===== src/rtl/demux2_lane_packer.sv =====
// demux2_lane_packer: reassembles the two serial lanes of a 1:2 bit demux
// into WIDTH-bit words. Each lane has one hold register. Completed words
// leave on a single valid/ready port with round-robin arbitration.

// Per-lane assembler: LSB-first shift-in, bit counter, one-word hold, sticky overrun.
module demux2_lane_asm #(
  parameter int WIDTH = 8
) (
  input  logic             clk,
  input  logic             rst_n,
  input  logic             cap,        // capture din this edge
  input  logic             din,
  input  logic             take,       // hold moves to the output stage this edge
  output logic             hold_vld,
  output logic [WIDTH-1:0] hold_data,
  output logic             ovr
);
  localparam int CW = $clog2(WIDTH);

  logic [WIDTH-2:0] sr;
  logic [CW-1:0]    cnt;
  logic             last;

  // The top bit never needs storage; it is taken straight from din on the completing edge.
  assign last = (cnt == CW'(WIDTH-1));

  // Shift-in, word completion, hold fill/drain and overrun flagging.
  always_ff @(posedge clk or negedge rst_n) begin
    if (!rst_n) begin
      sr        <= '0;
      cnt       <= '0;
      hold_vld  <= 1'b0;
      hold_data <= '0;
      ovr       <= 1'b0;
    end else begin
      if (take) hold_vld <= 1'b0;
      if (cap) begin
        if (last) begin
          cnt <= '0;
          // A hold leaving on this edge frees room for the new word.
          if (!hold_vld || take) begin
            hold_vld  <= 1'b1;
            hold_data <= {din, sr};
          end else begin
            ovr <= 1'b1;
          end
        end else begin
          sr[cnt] <= din;
          cnt     <= cnt + 1'b1;
        end
      end
    end
  end
endmodule

module demux2_lane_packer #(
  parameter int WIDTH = 8
) (
  input  logic             clk,
  input  logic             rst_n,
  input  logic             bit_valid,
  input  logic             S,
  input  logic             Y1,
  input  logic             Y2,
  input  logic             out_ready,
  output logic             out_valid,
  output logic [WIDTH-1:0] out_data,
  output logic             out_lane,
  output logic [1:0]       overrun
);
  localparam int NUM_LANES = 2;

  logic [NUM_LANES-1:0]            cap, din, take, hold_vld, ovr;
  logic [NUM_LANES-1:0][WIDTH-1:0] hold_data;
  logic                            pref;   // lane preferred when both holds are full
  logic                            load_en, any_full, grant;

  // S steers the bit exactly like the upstream demux: 0 -> lane 1, 1 -> lane 2.
  assign cap = {bit_valid & S, bit_valid & ~S};
  assign din = {Y2, Y1};

  for (genvar i = 0; i < NUM_LANES; i++) begin : g_lane
    demux2_lane_asm #(.WIDTH(WIDTH)) u_asm (
      .clk       (clk),
      .rst_n     (rst_n),
      .cap       (cap[i]),
      .din       (din[i]),
      .take      (take[i]),
      .hold_vld  (hold_vld[i]),
      .hold_data (hold_data[i]),
      .ovr       (ovr[i])
    );
  end

  assign overrun = ovr;

  // Arbitration: a lone full hold wins outright; round-robin only when both are full.
  always_comb begin
    load_en  = !out_valid || out_ready;
    any_full = |hold_vld;
    grant    = (&hold_vld) ? pref : hold_vld[1];
    take     = {grant, ~grant} & {NUM_LANES{load_en & any_full}};
  end

  // Output register and round-robin pointer.
  always_ff @(posedge clk or negedge rst_n) begin
    if (!rst_n) begin
      out_valid <= 1'b0;
      out_data  <= '0;
      out_lane  <= 1'b0;
      pref      <= 1'b0;
    end else if (load_en) begin
      out_valid <= any_full;
      if (any_full) begin
        out_data <= hold_data[grant];
        out_lane <= grant;
        if (&hold_vld) pref <= ~pref;
      end
    end
  end
endmodule


===== config.mk =====
export PLATFORM = sky130hd
export DESIGN_NAME = demux2_lane_packer
export DESIGN_NICKNAME = d
export VERILOG_FILES = /design/src/rtl/demux2_lane_packer.sv
export SDC_FILE = /design/constraint.sdc
export NUM_CORES = 1
export LEC_CHECK = 0
export CAP_MARGIN = 20
export CORE_MARGIN = 8
export CORE_UTILIZATION = 40
export CTS_BUF_LIST = sky130_fd_sc_hd__clkbuf_4
export DETAILED_ROUTE_END_ITERATION = 10
export GPL_ROUTABILITY_DRIVEN = 0
export GPL_TIMING_DRIVEN = 0
export PLACE_DENSITY = 0.63
export SYNTH_ARGS = -nofsm -noshare
export SYNTH_HDL_FRONTEND = slang
export SYNTH_SLANG_ARGS = --single-unit

===== constraint.sdc =====
create_clock -name clk -period 2.5 [get_ports clk]
set_input_delay 0.75 -clock clk [delete_from_list [all_inputs] [get_ports clk]]
set_output_delay 0.75 -clock clk [all_outputs]
set_load 0.05 [all_outputs]

# After elaboration in Yosys (flattened, before gate mapping)
# Index checks and enable logic that the tools add are counted.
[word_totals]
output_inout_bits = 12
input_bits = 7
word_cells = 71
ff_bits = 51
[classes]
addsub = 2
n_bitwise = 11
eq_ne = 2
n_lt_le_gt_ge = 5
n_reduce_logical = 18
muxes = 19
[op_table]
columns = ["operator", "count"]
rows = [
  ["two-way mux 8 bit", 2],
  ["bitwise mux 7 bit", 2],
  ["AND reduction 3 bit", 4],
  ["two-way mux 1 bit", 11],
  ["< comparator 3 x 4 -> 1 bit (second input constant)", 2],
  ["AND reduction 2 bit", 4],
  ["NOT 1 bit", 7],
  ["adder 3 x 1 -> 3 bit (second input constant)", 2],
  ["demux 1 bit (select 3 bit)", 2],
  ["== test 3 bit (second input constant)", 2],
  ["greater-or-equal comparator 3 x 1 -> 1 bit (second input constant)", 2],
  ["two-way mux 3 bit", 2],
  ["AND reduction 4 bit", 1],
  ["bitwise AND 1 bit", 3],
  ["zero test 1 bit", 3],
  ["logical OR 1 bit", 3],
  ["bitwise AND 2 bit", 1],
  ["logical AND 1 bit", 2],
  ["< comparator 1 x 2 -> 1 bit (second input constant)", 1],
  ["OR reduction 2 bit", 1],
]

# Depth between registers and ports, before layout
# Gate-level depths: netlist of run 1.
[depth]
depth_word = 8
ltp_mapped = 6
mapped_depth_nobuf = 5

# Cells and area by module
# From an unflattened synthesis of run 1, not the netlist that was laid out.
[hier_totals]
cells_unflattened = 169
area_unflattened_um2 = 2229.6
[modules_own_cells]
columns = ["mod", "cells_each", "n_inst", "seq_area_each_um2", "area_each_um2"]
rows = [
  ["demux2_lane_asm (g_lane[0].u_asm)", 60, 1, 500.5, 849.6],
  ["demux2_lane_asm (g_lane[1].u_asm)", 57, 1, 500.5, 835.8],
  ["demux2_lane_packer", 52, 1, 275.3, 544.3],
]

# Least setup slack after synthesis of run 1
# Ideal clock, no wire load.
[synth_path]
kind = "input to register"
start = "input port out_ready"
end = "register g_lane[0].u_asm.hold_data[0]"
setup_slack_ns = 0.714
setup_ns = 0.125
n_path_buf = 1
required_ns = 2.375
arrival_time_ns = 1.661
stages = 5
path_cell_list = "nand2b_1 > nand2_2 > a21o_1 > buf_6 > mux2_4"
[synth_between]
elab_chain_len = 5
[synth_lines]
columns = ["item", "line_no", "rtl"]
rows = [
  ["from (decl)", "65", "input logic out_ready,"],
  ["logical OR 1 bit", "99", "load_en = !out_valid || out_ready;"],
  ["bitwise AND 1 bit", "102", "take = {grant, ~grant} & {NUM_LANES{load_en & any_full}};"],
  ["bitwise AND 2 bit", "102", ""],
  ["logical OR 1 bit", "41", "if (!hold_vld || take) begin"],
  ["AND reduction 3 bit (no line)", "-", ""],
  ["to (signal assigned)", "43", "hold_data <= {din, sr};"],
  ["to (decl)", "15", "output logic [WIDTH-1:0] hold_data,"],
]
# No other way between the ends.
# A chain may end at the register's enable or synchronous reset.

# Final worst setup path of run 1
[layout_path]
start = "register g_lane[1].u_asm.ovr"
end = "output port overrun[1]"
[layout_lines]
columns = ["item", "line_no", "rtl"]
rows = [
  ["from (decl)", "16", "output logic ovr"],
  ["from (signal assigned)", "34", "ovr <= 1'b0;"],
  ["from (signal assigned)", "45", "ovr <= 1'b1;"],
  ["to (decl)", "69", "output logic [1:0] overrun"],
]
# No word-level cell between the ends.

==> results by stage, run 1 <==
Timing:
- Setup repair after global routing left no endpoint under its margin.
- The time the worst path needs with I/O delays and setup is 2.39 ns.
- Derived from the worst setup path, the maximum achievable clock frequency is 0.419 GHz.
- The tightest hold path in the finished design has a slack of 0.329 ns.
- For the pin with the worst max-slew slack, the measured transition is 0.577 ns.
- The final max-slew violation count is 0.
- Setup violations remaining at the end of the flow were counted as 0.
- The final hold violation count is 0.
- The ratio of final minimum period to clock period is 95.5%.
- Headroom to the max-slew limit came out at 61.3%.
- The worst-case clock skew is 0.00775 ns.

Floorplan:
- For this configuration, the core starts out at a cell density of 40.8%.
- The placeable core area is 5440 sq um.
- The number of ports placed on the die boundary is 19.
- The die is 90.5 um wide.
- The chip height is 90.5 um.
- The standard-cell row count is 27.
- The die outline area is 8190 sq um.

Global routing:
- Across every metal layer, demand over resource in global routing totals 10.0%.
- The number of global-route vias before repair is 1355.
- The global-route congestion overflow total is 0.
- Entering global routing, the biggest net connects 30 pins.
- The initial antenna violation count is 0.
- The global-route wire length before repair is 6580 um.

Drt:
- The detailed router finished its first iteration with 51 violations.
- The total wire length after detailed routing is 3690 um.
- The count of vias placed by the detailed router is 1330.
- The via count normalized by instance count is 4.89.
- The final antenna-violating net count is 0.
- The first TritonRoute pass finished after 4 iterations.
- The DRC violations left is 0.
- The routed wire length per instance is 13.6 um.

Synthesis:
- The synthesized netlist contains 29 unique library cells.
- The number of warning messages in the yosys log is 0.
- The number of instances in the synthesized netlist is 173.
- When the netlist entered floorplanning its net count stood at 184.
- The average footprint of a synthesized cell is 12.8 sq um.
- The number of flip-flops and latches in the synthesized netlist is 51.
- Sequential cells were found to cover 57.5% of the synthesized design area.
- The post-synthesis instance area is 2220 sq um.

CTS:
- The count of instances resized after the clock tree is built is 0.
- The later pin in the worst-skew pair is clocked with a latency of 0.37 ns.
- The count of clock tree sinks is 51.
- The count of hold buffers inserted by post-cts repair is 0.
- The depth of the CTS H-tree is 2.
- The clock tree from TritonCTS is built.
- The number of buffers inserted during clock tree synthesis is 5.
- The cell chosen for the clock root is clkbuf_4.
- The post-CTS setup-driven buffer insertion count is 0.
- The clock transition time at the flip-flop clock pins of the worst setup and hold paths is 0.15 ns.
- In this run the deepest clock path goes through 2 buffers.

Setup path:
- The slowest stage of the critical path belongs to the cell clkdlybuf4s50_1.
- Along the worst path, the maximum fanout reaches 2.
- The number of buffers and inverters on the critical path is 2.
- The element type at the critical path start is a register.
- The critical path class is register to primary output.
- The stage delay of the slowest cell on the critical path is 0.79 ns.
- The critical path goes through buf_4 > clkdlybuf4s50_1.
- The endpoint class of the critical path is a primary output.
- The top cell family by delay on the critical path is buffers and inverters.
- At the worst endpoint, the required time is 1.75 ns.
- The data arrival time of the critical path is 1.64 ns.

Final layout:
- The core occupancy in the finished layout is 47.1%.
- 0 antenna diodes ended up in the layout.
- The fraction of final layout cells sized beyond drive strength 1 is 25.0%.
- The area growth from synthesis to layout is 15.4%.
- Registers take 1280 sq um.
- The area used by multi-input combinational logic is 908 sq um.
- The net count of the finished layout is 210.
- In the layout the commonest cells are 51 x dfrtp_1, 28 x nand2_1, 23 x mux2_2.
- Fill cells in the final layout number 492.
- The library cell used most frequently in the layout, excluding fill and tap cells, is dfrtp_1.

Placement:
- In this run the tool buffered the top-level ports with 18 buffer cells.
- Once detailed placement completed, the half-perimeter wirelength came to 2830 um.

Flow run:
- The total of max-cap violations is 0.

Run status:
- The run finished with clean final reports.

Power and ir drop:
- The worst-case IR drop observed on VDD is 432 uV.
- The static leakage is 1.23 nW.
- The total power per unit cell area is 951 nW/um^2.

Hold path:
- The path class of the lowest-slack min-delay path is primary input to async pin.
-- kinds of logic (layout without fill, tap and decap cells) --
kind of cell,count (synthesis),after routing,synth area share [%]
mux,31,31,17.1
buf+inv,5,32,1.58
xor+xnor,1,1,0.395
compound gates,17,17,6.31
flops,51,51,57.5
simple gates,64,64,14.9
fa+ha+maj,4,4,2.25
-- per-stage QoR --
stage	setup slack (ns)	instance area, sq um	std cells	total power, mW	setup TNS [ns]
2_1_floorplan	0.714	2220	173	1.86	0
3_3_place_gp	-0.802	2490	263	2.07	-40.79
3_5_place_dp	0.113	2500	264	2.11	0
4_1_cts	0.0766	2560	272	2.47	0
5_1_grt	0.0256	2560	272	2.62	0
6_report	0.111	2560	272	2.44	0
-- where the power goes --
group | total, mW | switching, mW | leakage [nW] | internal, mW
registers | 1.31 | 0.203 | 0.671 | 1.11
logic | 0.759 | 0.366 | 0.527 | 0.393
clock network | 0.369 | 0.260 | 0.0288 | 0.108
total | 2.44 | 0.829 | 1.23 | 1.61
-- path summary, 6_finish.rpt --
check	startpoint	endpoint	slack, ns	cells after the start
max	g_lane[1].u_asm.ovr	overrun[1]	0.11	2
min	rst_n	g_lane[0].u_asm.hold_data[3]	0.33	1
max reg2reg	g_lane[1].u_asm.cnt[1]	g_lane[1].u_asm.sr[5]	0.58	5
min reg2reg	g_lane[0].u_asm.ovr	g_lane[0].u_asm.ovr	0.49	1
max in group asynchronous	rst_n	g_lane[1].u_asm.hold_data[0]	1.64	2
min in group clk	g_lane[0].u_asm.ovr	g_lane[0].u_asm.ovr	0.49	1
-- Yosys cell counts --
cell type	count	area share, %
dfrtp_1	51	57
nand2_1	28	4.7
mux2_2	23	12
nor2_1	11	1.9
a221o_1	8	3.6
mux2_4	8	5.4
a21o_1	4	1.4
ha_1	4	2.3
nand3_1	4	0.90
nor2b_1	4	1.1
nand2b_1	3	0.85
nor3b_1	3	1.0
buf_4	2	0.68
nand2_2	2	0.56
nand3b_1	2	0.68
o21ai_1	2	0.45
o21bai_1	2	0.68
and2b_4	1	0.45
buf_2	1	0.23
buf_6	1	0.51
clkbuf_1	1	0.17
nand2b_4	1	0.62
nand4b_1	1	0.39
nor3_1	1	0.23
nor3_2	1	0.45
nor3_4	1	0.73
o21ai_0	1	0.23
or3_1	1	0.28
xnor2_1	1	0.39
-- sequential cells by signal, summed over array words and instances, names as in the netlist --
signal	flops
g_lane.u_asm.hold_data	16
g_lane.u_asm.sr	14
out_data	8
g_lane.u_asm.cnt	6
g_lane.u_asm.hold_vld	2
g_lane.u_asm.ovr	2
out_lane	1
out_valid	1
pref	1
-- layout make-up --
type                            count  share of cell area [%]
Multi-Input combinational cell    117                    35.4
Tap cell                           72                    3.52
Clock buffer                        5                    1.46
Buffer                              5                    1.37
Clock inverter                      3                   0.781
Timing Repair Buffer               19                    7.62
Sequential cell                    51                    49.8
-- worst register-to-register path: cells and delay by family (launching register included) --
| kind | cells | cell delay, ns |
|---|---|---|
| simple gates | 2 | 0.53 |
| flops | 1 | 0.48 |
| fa+ha+maj | 2 | 0.46 |
| mux | 1 | 0.36 |
-- metal layers --
layer / global-route usage [%] / routed length, um / vias to the layer above
met4: 4.85 / 80 / 0
met2: 14.9 / 1580 / 24
li1: - / - / 666
met5: 0 / 0 / -
met3: 3.24 / 160 / 8
met1: 12.7 / 1870 / 632
Note: power is estimated with default switching activity, not from simulation.
==> run 2, diff against run 1 <==
- TNS_END_PERCENT: not set -> 50
==> results of run 2 <==
Same layout as run 1: the final DEF is identical, and so are final timing and power.
